[src/rtl/trainled_pkg.sv]
// Shared constants and FSM encoding for the TrainLED frame scheduler.
package trainled_pkg;

    localparam int BIT_CLKS      = 12;
    localparam int PH_HIGH_LAST  = 3;
    localparam int PH_DATA_LAST  = 7;
    localparam int RX_RESET_CLKS = 96;

    typedef enum logic [1:0] {
        IDLE = 2'd0,
        GAP  = 2'd1,
        SEND = 2'd2
    } state_t;

endpackage

[src/rtl/trainled_bit_tx.sv]
// Purpose: 12-phase single-bit serializer (4 high, 4 data, 4 low) for the TrainLED line.
// Latency: o_dout is a flop; phase 0 (high) appears the cycle after a bit is accepted.
// Backpressure: o_bit_ready only when idle or in the last phase, so bits chain gap-free.
module trainled_bit_tx
    import trainled_pkg::*;
(
    input  logic i_clk,
    input  logic i_rst_n,
    input  logic i_bit_valid,
    input  logic i_bit_data,
    output logic o_bit_ready,
    output logic o_dout
);

    logic       r_active;
    logic [3:0] r_phase;
    logic       r_data;
    logic       r_dout;

    logic       w_accept;
    logic       w_last_ph;
    logic       w_active_nxt;
    logic [3:0] w_phase_nxt;
    logic       w_data_nxt;
    logic       w_dout_nxt;

    assign w_last_ph   = (r_phase == 4'(BIT_CLKS - 1));
    assign o_bit_ready = !r_active || w_last_ph;
    assign w_accept    = i_bit_valid && o_bit_ready;
    assign o_dout      = r_dout;

    // Line level is derived from the next phase so it lands in the same flop stage as the phase.
    always_comb begin
        w_active_nxt = r_active;
        w_phase_nxt  = r_phase;
        w_data_nxt   = r_data;
        if (w_accept) begin
            w_active_nxt = 1'b1;
            w_phase_nxt  = '0;
            w_data_nxt   = i_bit_data;
        end else if (r_active) begin
            if (w_last_ph) begin
                w_active_nxt = 1'b0;
                w_phase_nxt  = '0;
            end else begin
                w_phase_nxt  = r_phase + 4'd1;
            end
        end
        w_dout_nxt = 1'b0;
        if (w_active_nxt) begin
            if (w_phase_nxt <= 4'(PH_HIGH_LAST)) begin
                w_dout_nxt = 1'b1;
            end else if (w_phase_nxt <= 4'(PH_DATA_LAST)) begin
                w_dout_nxt = w_data_nxt;
            end
        end
    end

    always_ff @(posedge i_clk or negedge i_rst_n) begin
        if (!i_rst_n) begin
            r_active <= 1'b0;
            r_phase  <= '0;
            r_data   <= 1'b0;
            r_dout   <= 1'b0;
        end else begin
            r_active <= w_active_nxt;
            r_phase  <= w_phase_nxt;
            r_data   <= w_data_nxt;
            r_dout   <= w_dout_nxt;
        end
    end

endmodule

[src/rtl/trainled_frame_ctrl.sv]
// Purpose: per-LED PWM register file plus frame scheduler (reset gap, then serialized values).
// Latency: 1 + GAP_CLKS + 48*NUM_LEDS cycles from start to the done pulse; dout is a flop.
// Backpressure: start is ignored while busy; writes are always accepted and hit the next frame.
module trainled_frame_ctrl
    import trainled_pkg::*;
#(
    parameter  int NUM_LEDS = 4,
    parameter  int GAP_CLKS = 128,
    localparam int AW       = $clog2((NUM_LEDS > 1) ? NUM_LEDS : 2)
) (
    input  logic          i_clk,
    input  logic          i_rst_n,
    input  logic          i_wr_en,
    input  logic [AW-1:0] i_wr_addr,
    input  logic [3:0]    i_wr_data,
    input  logic          i_start,
    output logic          o_busy,
    output logic          o_done,
    output logic          o_dout
);

    localparam int FB = 4 * NUM_LEDS;
    localparam int BW = $clog2(FB) + 1;

    state_t        r_state;
    state_t        w_state_nxt;
    logic [7:0]    r_gap;
    logic [BW-1:0] r_bit;
    logic [FB-1:0] r_shift;
    logic [FB-1:0] w_snap;
    logic [3:0]    r_val     [NUM_LEDS];
    logic [3:0]    w_val_nxt [NUM_LEDS];
    logic          r_done;

    logic          w_gap_last;
    logic          w_bit_last;
    logic          w_load;
    logic          w_bit_valid;
    logic          w_bit_ready;
    logic          w_done_nxt;

    assign w_gap_last = (r_gap == 8'(GAP_CLKS - 1));
    assign w_bit_last = (r_bit == BW'(FB - 1));
    assign o_done     = r_done;

    // Write-first view of the register file; the snapshot is taken from it.
    always_comb begin
        for (int i = 0; i < NUM_LEDS; i++) begin
            w_val_nxt[i] = r_val[i];
        end
        if (i_wr_en && ({1'b0, i_wr_addr} < (AW + 1)'(NUM_LEDS))) begin
            w_val_nxt[i_wr_addr] = i_wr_data;
        end
    end

    // Pixel 0 lands in the MSBs so the frame shifts out left, MSB first per value.
    always_comb begin
        w_snap = '0;
        for (int k = 0; k < NUM_LEDS; k++) begin
            w_snap[FB - 1 - 4 * k -: 4] = w_val_nxt[k];
        end
    end

    always_ff @(posedge i_clk or negedge i_rst_n) begin
        if (!i_rst_n) begin
            for (int i = 0; i < NUM_LEDS; i++) begin
                r_val[i] <= '0;
            end
        end else begin
            for (int i = 0; i < NUM_LEDS; i++) begin
                r_val[i] <= w_val_nxt[i];
            end
        end
    end

    always_ff @(posedge i_clk or negedge i_rst_n) begin
        if (!i_rst_n) begin
            r_state <= IDLE;
        end else begin
            r_state <= w_state_nxt;
        end
    end

    always_comb begin
        w_state_nxt = r_state;
        case (r_state)
            IDLE:    if (i_start)                   w_state_nxt = GAP;
            GAP:     if (w_gap_last)                w_state_nxt = SEND;
            SEND:    if (w_bit_ready && w_bit_last) w_state_nxt = IDLE;
            default:                                w_state_nxt = IDLE;
        endcase
    end

    // The first bit is handed over in the last gap cycle so its high phase starts right after.
    always_comb begin
        o_busy      = (r_state != IDLE);
        w_load      = (r_state == IDLE) && i_start;
        w_bit_valid = ((r_state == GAP) && w_gap_last) ||
                      ((r_state == SEND) && w_bit_ready && !w_bit_last);
        w_done_nxt  = (r_state == SEND) && w_bit_ready && w_bit_last;
    end

    always_ff @(posedge i_clk or negedge i_rst_n) begin
        if (!i_rst_n) begin
            r_gap   <= '0;
            r_bit   <= '0;
            r_shift <= '0;
            r_done  <= 1'b0;
        end else begin
            r_done <= w_done_nxt;
            if (w_load) begin
                r_shift <= w_snap;
                r_gap   <= '0;
                r_bit   <= '0;
            end else begin
                if (r_state == GAP) begin
                    r_gap <= r_gap + 8'd1;
                end
                if (w_bit_valid) begin
                    r_shift <= {r_shift[FB-2:0], 1'b0};
                    if (r_state == SEND) begin
                        r_bit <= r_bit + BW'(1);
                    end
                end
            end
        end
    end

    trainled_bit_tx u_bit_tx (
        .i_clk       (i_clk),
        .i_rst_n     (i_rst_n),
        .i_bit_valid (w_bit_valid),
        .i_bit_data  (r_shift[FB-1]),
        .o_bit_ready (w_bit_ready),
        .o_dout      (o_dout)
    );

endmodule

[config.mk]
export PLATFORM = sky130hd
export DESIGN_NAME = trainled_frame_ctrl
export DESIGN_NICKNAME = d
export VERILOG_FILES = /design/src/rtl/trainled_pkg.sv /design/src/rtl/trainled_bit_tx.sv /design/src/rtl/trainled_frame_ctrl.sv
export SDC_FILE = /design/constraint.sdc
export NUM_CORES = 1
export LEC_CHECK = 0
export BUFFER_PORTS_ARGS = -buffer_cell sky130_fd_sc_hd__clkbuf_2
export CELL_PAD_IN_SITES_DETAIL_PLACEMENT = 2
export CELL_PAD_IN_SITES_GLOBAL_PLACEMENT = 2
export CORE_MARGIN = 4
export CORE_UTILIZATION = 40
export CTS_BUF_LIST = sky130_fd_sc_hd__clkbuf_2 sky130_fd_sc_hd__clkbuf_4 sky130_fd_sc_hd__clkbuf_8
export DETAILED_ROUTE_END_ITERATION = 10
export PLACE_DENSITY = 0.82
export SYNTH_ARGS = -nofsm -noshare
export SYNTH_HDL_FRONTEND = slang
export SYNTH_HIERARCHICAL = 1
export SYNTH_SLANG_ARGS = --single-unit
[constraint.sdc]
create_clock -name i_clk -period 2.7 [get_ports i_clk]
set_input_delay 0.54 -clock i_clk [delete_from_list [all_inputs] [get_ports i_clk]]
set_output_delay 0.54 -clock i_clk [all_outputs]
set_load 0.05 [all_outputs]
==> results.md, run 1 <==
- Via count: between 1.5k and 2k
- Final setup TNS: 0 ns
- Post-synthesis simple-gate area fraction: 15.6%
- Cell count after synthesis: 226
- Worst-path fanout max: 15
- Peak VDD IR: 0.382 mV
- Tightest Pin Transition: ~0.7 ns
- Post-synthesis mux area share: 9.53%
- Asr flop ratio synth: 100%
- Largest net degree at the start of global routing: 32
- Gr ovfl total: 0
- Overall routed net length: 6070 um
- Largest stage delay, worst path: 0.46 ns
- Starting density of the core: 42.2%
- I/O Buffers: 12
- Hold crit path type: primary input to asynchronous set/reset pin
- Critical path cell sequence: ha_1 -> and3_1 -> ha_1 -> and4bb_1 -> nor2_2 -> and3_1 -> a211o_1
- Cell area after layout: 2830 sq um
- Layout Skew: approximately 0.0047 ns
- CTS sink count: 55
- PD cells: 696 nW/um^2
- #FFs+latches synth: 55
- Number of global-route vias before repair: 1993
- Leak: 1.40 nW
- Rows: 28
- Setup CP Type: flip-flop to flip-flop
- Largest family of logic cells by synthesized area: simple AND/OR/NAND/NOR gates
- Syn-to-layout area delta: 9.77%
- Final hold viol count: 0
- Count of cell types in the netlist: 41
- Total track usage: 17.7%
- Post-CTS sizing: 0
- Share of layout cells above drive strength 1: 21.7%
- Worst hold slack: roughly 0.26 ns
- Final WS setup: 0.442 ns
- Clk pin slew, worst setup/hold paths: approximately 0.090 ns
- RSZ-0062 raised after global routing: false
- Core Box Area: 6100 sq um
- Post-DP HPWL: 4220 um
- YS warnings: 6
- Final Wtd Congestion: 0.781
- Synth Area per Inst: 11.4 sq um
- Post-CTS Setup Inserts: 0
- Required time worst endpoint: 2.90 ns
- Relative slew slack: 52.4%
- Critical path capture point type: flip-flop
- CTS Buf Count: 5
- Post-CTS Hold Buffers: 0
- Run status: complete, no violations
- TritonCTS clock tree: done
- DRC viols: 0
- H-Tree Depth: 2
- Synth Area in Compound Gates: 15.3%
- Tmin final: between 2 and 2.5 ns
- Arrival @ worst endpoint: 2.46 ns
- Layout net count: 257
- Commonest non-fill, non-tap cell in the layout: dfrtp_1
- Post-route ant nets: 0
- Max_cap viols: 0
- Final Slew Violations: 0
- Placed cell area: 2740 sq um
- Die ar.: 7780 sq um
- Worst skew pair latency: 0.31 ns
- Slowest stage cell, crit path: and4bb_1
- Antenna Cells: 0
- Die height: roughly 90 um
- Synth Area in Adders: slightly below 2%
- Die Wd: 88.2 um
- Syn_nets: 240
- Achievable clock frequency: 0.443 GHz
- Ys flop type: dfrtp_1
- Register area share after synthesis: 53.5%
- Synthesized area: 2570 sq um
- CTS max path bufs: 2
- Final core utilization: 46.3%
- Most frequent cells in the layout: dfrtp_1 (55), nand2_1 (23), and3_1 (19)
- Startpoint Class: flip-flop
- I/O pin count: 13
- Routed len/inst: 19.0 um
- Post-synthesis xor/xnor area fraction: 1.02%
- Setup-failing EPs final: 0
- First DRT Iteration DRCs: 43
- Pre-CTS setup slack: 0.428 ns
- DRT Pass-1 Iters: 4
- First-pass GRT wire length: approximately 10000 um
- Vias/cell: 5.59
- Root Buffer: clkbuf_8
- Antenna violations before repair: 0
- Post-synth EDFFs: 0
- Fin crit share: a little over four fifths
==> stage by stage <==
stage | cells | power, mW
final | 319 | 1.97
after global routing | 319 | 2.11
after CTS | 319 | 1.99
after detailed placement | 311 | 1.52
after global placement | 311 | 1.48
after floorplan | 226 | 1.38
==> area by class of cell <==
class	count	area, sq um
clock inverters	1	5.00
inverters	6	22.5
repair buffers	21	128
flip-flops and latches	55	1380
fillers	655	3270
clock buffers	7	83.8
multi-input cells	154	1120
well taps	75	93.8
==> report_power, final <==
part           total (mW)  leakage (nW)  internal [mW]  switching [mW]
Clock               0.469        0.0491          0.203           0.266
Combinational       0.389         0.651          0.201           0.187
Sequential           1.11         0.704           1.00           0.107
==> registers in the layout, summed over array words and instances (netlist names) <==
name and count:
o_done 1, r_bit 5, r_gap 8, r_shift 16
r_state 2, r_val 16, u_bit_tx/o_dout 1, u_bit_tx/r_active 1
u_bit_tx/r_data 1, u_bit_tx/r_phase 4
==> synth_stat cells, types with 2 or more instances <==
master | count | area (sq um)
buf_2 | 2 | 10.0
mux2i_1 | 5 | 50.1
buf_4 | 2 | 15.0
nand4_1 | 2 | 12.5
nand3b_1 | 3 | 22.5
a31oi_1 | 2 | 12.5
nand2b_1 | 2 | 12.5
dfrtp_1 | 55 | 1380
a211o_1 | 15 | 131
clkbuf_1 | 6 | 22.5
inv_1 | 6 | 22.5
o21ai_0 | 9 | 45.0
nand3_1 | 3 | 15.0
a21oi_1 | 3 | 15.0
o22ai_1 | 2 | 12.5
nor2_1 | 10 | 37.5
nand2_1 | 23 | 86.3
a21boi_0 | 15 | 113
xor2_1 | 2 | 17.5
ha_1 | 4 | 50.1
and3_1 | 19 | 119
mux2_2 | 16 | 180
nor2b_1 | 2 | 12.5
==> logic make-up after synthesis <==
| family | Yosys count |
|---|---|
| mux | 22 |
| buf+inv | 17 |
| simple gates | 73 |
| xor+xnor | 3 |
| compound gates | 52 |
| fa+ha+maj | 4 |
| flops | 55 |
==> metal layers <==
layer	part of all wire, %	vias to the layer above	GRT usage (%)
li1	-	842	-
met1	45	917	22.4
met2	51	15	30.1
met3	2.1	8	3.72
met4	1.8	0	5.91
met5	0	-	0
==> critical path: cells and delay by family, from the launching register on <==
family / cells / cell delay [ns]
AND/OR/NAND/NOR: 4 / 1.07
adder cells (fa/ha/maj): 2 / 0.42
flip-flops: 1 / 0.42
AO/OA/AOI/OAI: 1 / 0.23
==> final timing paths <==
kind                           from         end  slack [ns]  depth (start not counted)
hold reg to reg            r_gap[7]    r_gap[7]        0.50                          1
setup reg to reg           r_bit[0]  r_shift[6]        0.44                          7
hold / removal              i_rst_n    r_gap[0]        0.26                          1
min in group i_clk         r_gap[7]    r_gap[7]        0.50                          1
max in group asynchronous   i_rst_n  r_shift[3]        1.74                          2
setup / recovery           r_bit[0]  r_shift[6]        0.44                          7
No activity file was read; power rests on OpenSTA's default activity.
==> inputs of run 2 (changes only) <==
Settings changed: ABC_AREA set to 1, CORE_UTILIZATION 40 to 38, PLACE_DENSITY 0.82 to 0.86.
Clock period 2.7 ns to 2.1 ns, I/O delays scaled along.
==> results.md, run 2 <==
- Asr flop ratio synth: 100%
- Register area share after synthesis: 48.1%
- CTS max path bufs: 2
- Antenna Cells: 0
- Post-route ant nets: 0
- TritonCTS clock tree: done
- Total track usage: 19.0%
- Most frequent cells in the layout: nand2_1 (119), dfrtp_1 (55), inv_1 (38)
- Crit-path most repeated cell: nand2_1
- Die height: ~95 um
- Layout Cells excl Fill: about 470
- Post-CTS Hold Buffers: 0
- PD cells: 669 nW/um^2
- Starting density of the core: 39.2%
- I/O pin count: 13
- Relative slew slack: 51.9%
- CTS sink count: 55
- Post-CTS sizing: 0
- Largest stage delay, worst path: between 0.4 and 0.5 ns
- RSZ-0062 raised after global routing: false
- Gr ovfl total: 0
- Largest net degree at the start of global routing: 56
- Achievable clock frequency: roughly 0.52 GHz
- Root Buffer: clkbuf_8
- Die Wd: between 90 and 100 um
- Worst setup endpoint: r_shift[5]
- Worst-path fanout max: 25
- Setup CP Type: flip-flop to flip-flop
- Final WS setup: 0.188 ns
- Largest regs: r_shift (16), r_val (16), r_gap (8)
- Final Wtd Congestion: 0.765
- Critical path cell sequence: ha_1 -> nand2_1 -> nor2_1 -> ha_1 -> nor2_1 -> nand2_2 -> buf_6 -> nand3_2 -> nand2_1 -> nand2_1
- R2R depth: 10
- Synthesized area: ~2900 sq um
- Setup-failing EPs final: 0
- Synth cell count leaders: nand2_1 (119), dfrtp_1 (55), inv_1 (38)
- Arrival @ worst endpoint: 2.13 ns
- Hold crit path type: primary input to asynchronous set/reset pin
- First-pass GRT wire length: 13300 um
- Peak VDD IR: 0.262 mV
- Startpoint Class: flip-flop
- Leak: 1.62 nW
- DRC viols: 0
- Clk pin slew, worst setup/hold paths: 0.11 ns
- Vias/cell: 5.18
- Cell family with most CP delay: simple AND/OR/NAND/NOR gates
- Worst reg2reg path endpoint: r_shift[5]
- Required time worst endpoint: 2.32 ns
- Share of the synthesized area in the top cell type: 48.1%
- Routed len/inst: 16.7 um
- Layout Skew: 0.00660 ns
- Worst Setup SP: r_bit[1]
- Layout net count: 380
- R2r startpoint: r_bit[1]
- #FFs+latches synth: 55
- Dpl cells: 457
- Overall routed net length: 7790 um
- Slowest stage cell, crit path: dfrtp_1
- Max_cap viols: 0
- YS warnings: 6
- Dominant cells by area after synthesis: dfrtp_1 (48%), nand2_1 (16%), nand4_1 (5.9%)
- Fin crit share: 91.1%
- Post-synth EDFFs: 0
- I/O Buffers: 12
- Tightest Pin Transition: 0.720 ns
- Number of global-route vias before repair: between 2k and 3k
- Via count: around 2.4k
- Synth Area per Inst: approximately 8.1 sq um
- DRT Pass-1 Iters: 4
- Die ar.: 8980 sq um
- Share of layout cells above drive strength 1: 12.3%
- Rows: 31
- Antenna violations before repair: 0
- Syn-to-layout area delta: 8.57%
- CP bufs+invs: 1
- H-Tree Depth: 2
- Dominant cell type by area after synthesis: dfrtp_1
- Post-DP HPWL: approximately 5500 um
- Run status: complete, no violations
- Final setup TNS: 0 ns
- Ys flop type: dfrtp_1
- Syn_nets: 369
- Critical path capture point type: flip-flop
- Worst skew pair latency: around 0.32 ns
- Final Slew Violations: 0
- CTS Buf Count: 5
- Final hold viol count: 0
- Count leader, synth: nand2_1
- Cell count after synthesis: about 360
- Post-CTS Setup Inserts: 0
- Commonest non-fill, non-tap cell in the layout: nand2_1
- Pre-CTS setup slack: 0.118 ns
- R2R setup slack: roughly 0.19 ns
- Tmin final: roughly 1.9 ns
- Core Box Area: around 7300 sq um
- Stages on worst setup path: 10
- First DRT Iteration DRCs: 101
- Count of cell types in the netlist: 27
[run 2: cells by family after synthesis]
| kind of cell | count (synthesis) | synth area share (%) |
|---|---|---|
| simple gates | 220 | 36.5 |
| buf+inv | 56 | 9.40 |
| flops | 55 | 48.1 |
| compound gates | 18 | 3.59 |
| fa+ha+maj | 4 | 1.75 |
| xor+xnor | 2 | 0.613 |
[run 2: layer usage]
metal  global-route usage [%]  routed length [um]  vias up  part of all wire, %
met2                     35.3                4070       19                   52
met1                     21.5                3410     1220                   44
li1                         -                   -     1158                    -
met3                     3.98                 166       16                  2.1
met5                        0                   0        -                    0
met4                     5.89                 150        0                  1.9
[run 2: report_power, final]
group          internal (mW)  total, mW  switching (mW)
clock network          0.356      0.731           0.375
logic                 0.0732      0.194           0.121
registers               1.13       1.15          0.0263
total                   1.55       2.08           0.522
[run 2: how the worst min path moves through the flow]
stage | cells past startpoint | end | slack [ns] | from
floorplan | 0 | o_done | 0.12 | i_rst_n
global placement | 2 | r_val[2] | 0.45 | i_rst_n
detailed placement | 2 | r_val[1] | 0.45 | i_rst_n
CTS | 2 | r_val[1] | 0.1 | i_rst_n
global route | 2 | r_val[2] | 0.08 | i_rst_n
finish | 2 | r_val[2] | 0.06 | i_rst_n
[run 2: stage by stage]
step / util, % / hold slack [ns] / cell area (sq um) / power [mW]
2_1_floorplan: - / 0.124 / 2860 / 1.29
3_3_place_gp: 40.9 / 0.450 / 2980 / 1.35
3_5_place_dp: 40.9 / 0.451 / 2980 / 1.37
4_1_cts: 42.4 / 0.0972 / 3090 / 2.11
5_1_grt: 42.6 / 0.0840 / 3110 / 2.19
6_report: 42.6 / 0.0568 / 3110 / 2.08
[run 2: final cells by class]
cell class	instances	area, sq um
Clock buffer	5	68.8
Fill cell	884	4190
Timing Repair Buffer	16	106
Multi-Input combinational cell	245	1220
Sequential cell	55	1380
Tap cell	99	124
Clock inverter	3	43.8
Inverter	43	161
[run 2: worst register-to-register path: cells and delay by family, from the launching register on]
family / cells / cell delay, ns
adders and majority gates: 2 / 0.40
DFF: 1 / 0.41
and+or+nand+nor: 7 / 0.78
buffers and inverters: 1 / 0.23
==> inputs of run 3 (changes only) <==
Settings changed: ABC_AREA 1 to unset, CORE_MARGIN 4 to 3, CORE_UTILIZATION 38 to 40, PLACE_DENSITY 0.86 to 0.82.
==> results.md, run 3 (synthesis gave the netlist of run 1 again) <==
- Run status: complete, no violations
- Slowest stage cell, crit path: dfrtp_1
- Commonest non-fill, non-tap cell in the layout: dfrtp_1
- Share of layout cells above drive strength 1: 26.0%
- Final Wtd Congestion: 0.731
- Die ar.: 7430 sq um
- DRT Pass-1 Iters: 4
- Setup CP Type: flip-flop to flip-flop
- CP bufs+invs: 0
- CTS Buf Count: 5
- Crit-path most repeated cell: ha_2
- Hold crit path type: primary input to asynchronous set/reset pin
- Rows: 28
- Largest net degree at the start of global routing: 31
- Antenna violations before repair: 0
- DRC viols: 0
- Syn-to-layout area delta: 14.4%
- Tightest Pin Transition: 0.584 ns
- Starting density of the core: between 40% and 50%
- PD cells: 921 nW/um^2
- Worst skew pair latency: 0.32 ns
- CTS max path bufs: 2
- Peak VDD IR: just under 0.4 mV
- Largest stage delay, worst path: ~0.42 ns
- Tmin final: roughly 2 ns
- H-Tree Depth: 2
- Largest regs: r_shift (16), r_val (16), r_gap (8)
- Layout Cells excl Fill: 325
- Worst hold slack: between 0.08 and 0.09 ns
- Worst-path fanout max: 8
- Post-CTS Hold Buffers: 0
- Cell family with most CP delay: simple AND/OR/NAND/NOR gates
- Final Slew Violations: 0
- Total track usage: 20.2%
- Required time worst endpoint: about 2.3 ns
- Critical path cell sequence: ha_2 -> and3_1 -> ha_2 -> and4bb_4 -> nor2_4 -> and3_4 -> a211o_1
- Final hold viol count: 0
- Placed cell area: 2790 sq um
- Overall routed net length: around 7000 um
- CTS sink count: 55
- Achievable clock frequency: 0.491 GHz
- Pwr Total: 2.71 mW
- Die Wd: about 86 um
- Max_cap viols: 0
- First DRT Iteration DRCs: 80
- Layout Skew: 0.00641 ns
- Die height: 86.2 um
- Antenna Cells: 0
- Most frequent cells in the layout: dfrtp_1 (55), nand2_1 (22), and3_1 (18)
- Fin crit share: 97.0%
- Post-DP HPWL: ~4600 um
- Dpl cells: around 310
- First-pass GRT wire length: 11600 um
- TritonCTS clock tree: done
- Layout net count: about 260
- I/O Buffers: 12
- Number of global-route vias before repair: 2176
- I/O pin count: 13
- Clk pin slew, worst setup/hold paths: 0.10 ns
- Critical path capture point type: flip-flop
- Routed len/inst: around 22 um
- Relative slew slack: 61.0%
- Via count: between 1.5k and 2k
- Post-route ant nets: 0
- Root Buffer: clkbuf_8
- Setup-failing EPs final: 0
- Startpoint Class: flip-flop
- Vias/cell: 5.70
- Core Box Area: 6060 sq um
- Gr ovfl total: 0
- Arrival @ worst endpoint: ~2.2 ns
- Leak: 1.45 nW
- Cell area after layout: 2950 sq um
- Final setup TNS: 0 ns
-- run 3: worst reg2reg max path, stage by stage, from the launching register on --
cell      delay [ns]
dfrtp_1         0.42
ha_2            0.20
and3_1          0.18
ha_2            0.20
and4bb_4        0.37
nor2_4          0.09
and3_4          0.22
a211o_1         0.25
-- run 3: path summary, 6_finish.rpt --
path                          start     endpoint  slack [ns]  depth (start not counted)
setup / recovery           r_bit[0]  r_shift[15]        0.06                          7
hold / removal              i_rst_n    r_val[12]        0.08                          1
setup reg to reg           r_bit[0]  r_shift[15]        0.06                          7
hold reg to reg            r_gap[7]     r_gap[7]        0.50                          1
max in group asynchronous   i_rst_n     r_val[9]        1.50                          2
min in group i_clk          i_start     r_gap[5]        0.44                          4
-- run 3: timing repair --
action	in CTS	in global routing
buffers inserted	0	4
pin swaps	0	5
gates cloned	0	1
setup endpoints to repair	15	17
gates resized for setup	1	3
-- run 3: cell type report --
cell class | count | area [sq um]
fill | 638 | 3120
sequential | 55 | 1380
multi-input combinational | 155 | 1150
timing repair buffer | 27 | 198
tap | 75 | 93.8
clock buffer | 6 | 76.3
clock inverter | 1 | 30.0
inverter | 6 | 22.5
-- run 3: routing by layer --
metal / routed length [um] / track usage [%] / up-vias
li1: - / - / 852
met1: 3130 / 25.0 / 970
met2: 3800 / 36.8 / 23
met3: 126 / 2.38 / 7
met4: 89 / 6.52 / 0
met5: 0 / 0 / -
-- run 3: power breakdown --
| part | leakage (nW) | internal, mW | switching, mW |
|---|---|---|---|
| combinational | 0.690 | 0.281 | 0.271 |
| sequential | 0.704 | 1.29 | 0.155 |
| clock | 0.0547 | 0.363 | 0.353 |
-- run 3: stage by stage --
stage	util, %	worst slack, ns
global route	48.6	-0.0140
finish	48.6	0.0624
detailed placement	46.0	-0.0369
global placement	46.0	0.115
CTS	47.9	0.0121
floorplan	-	0.0235
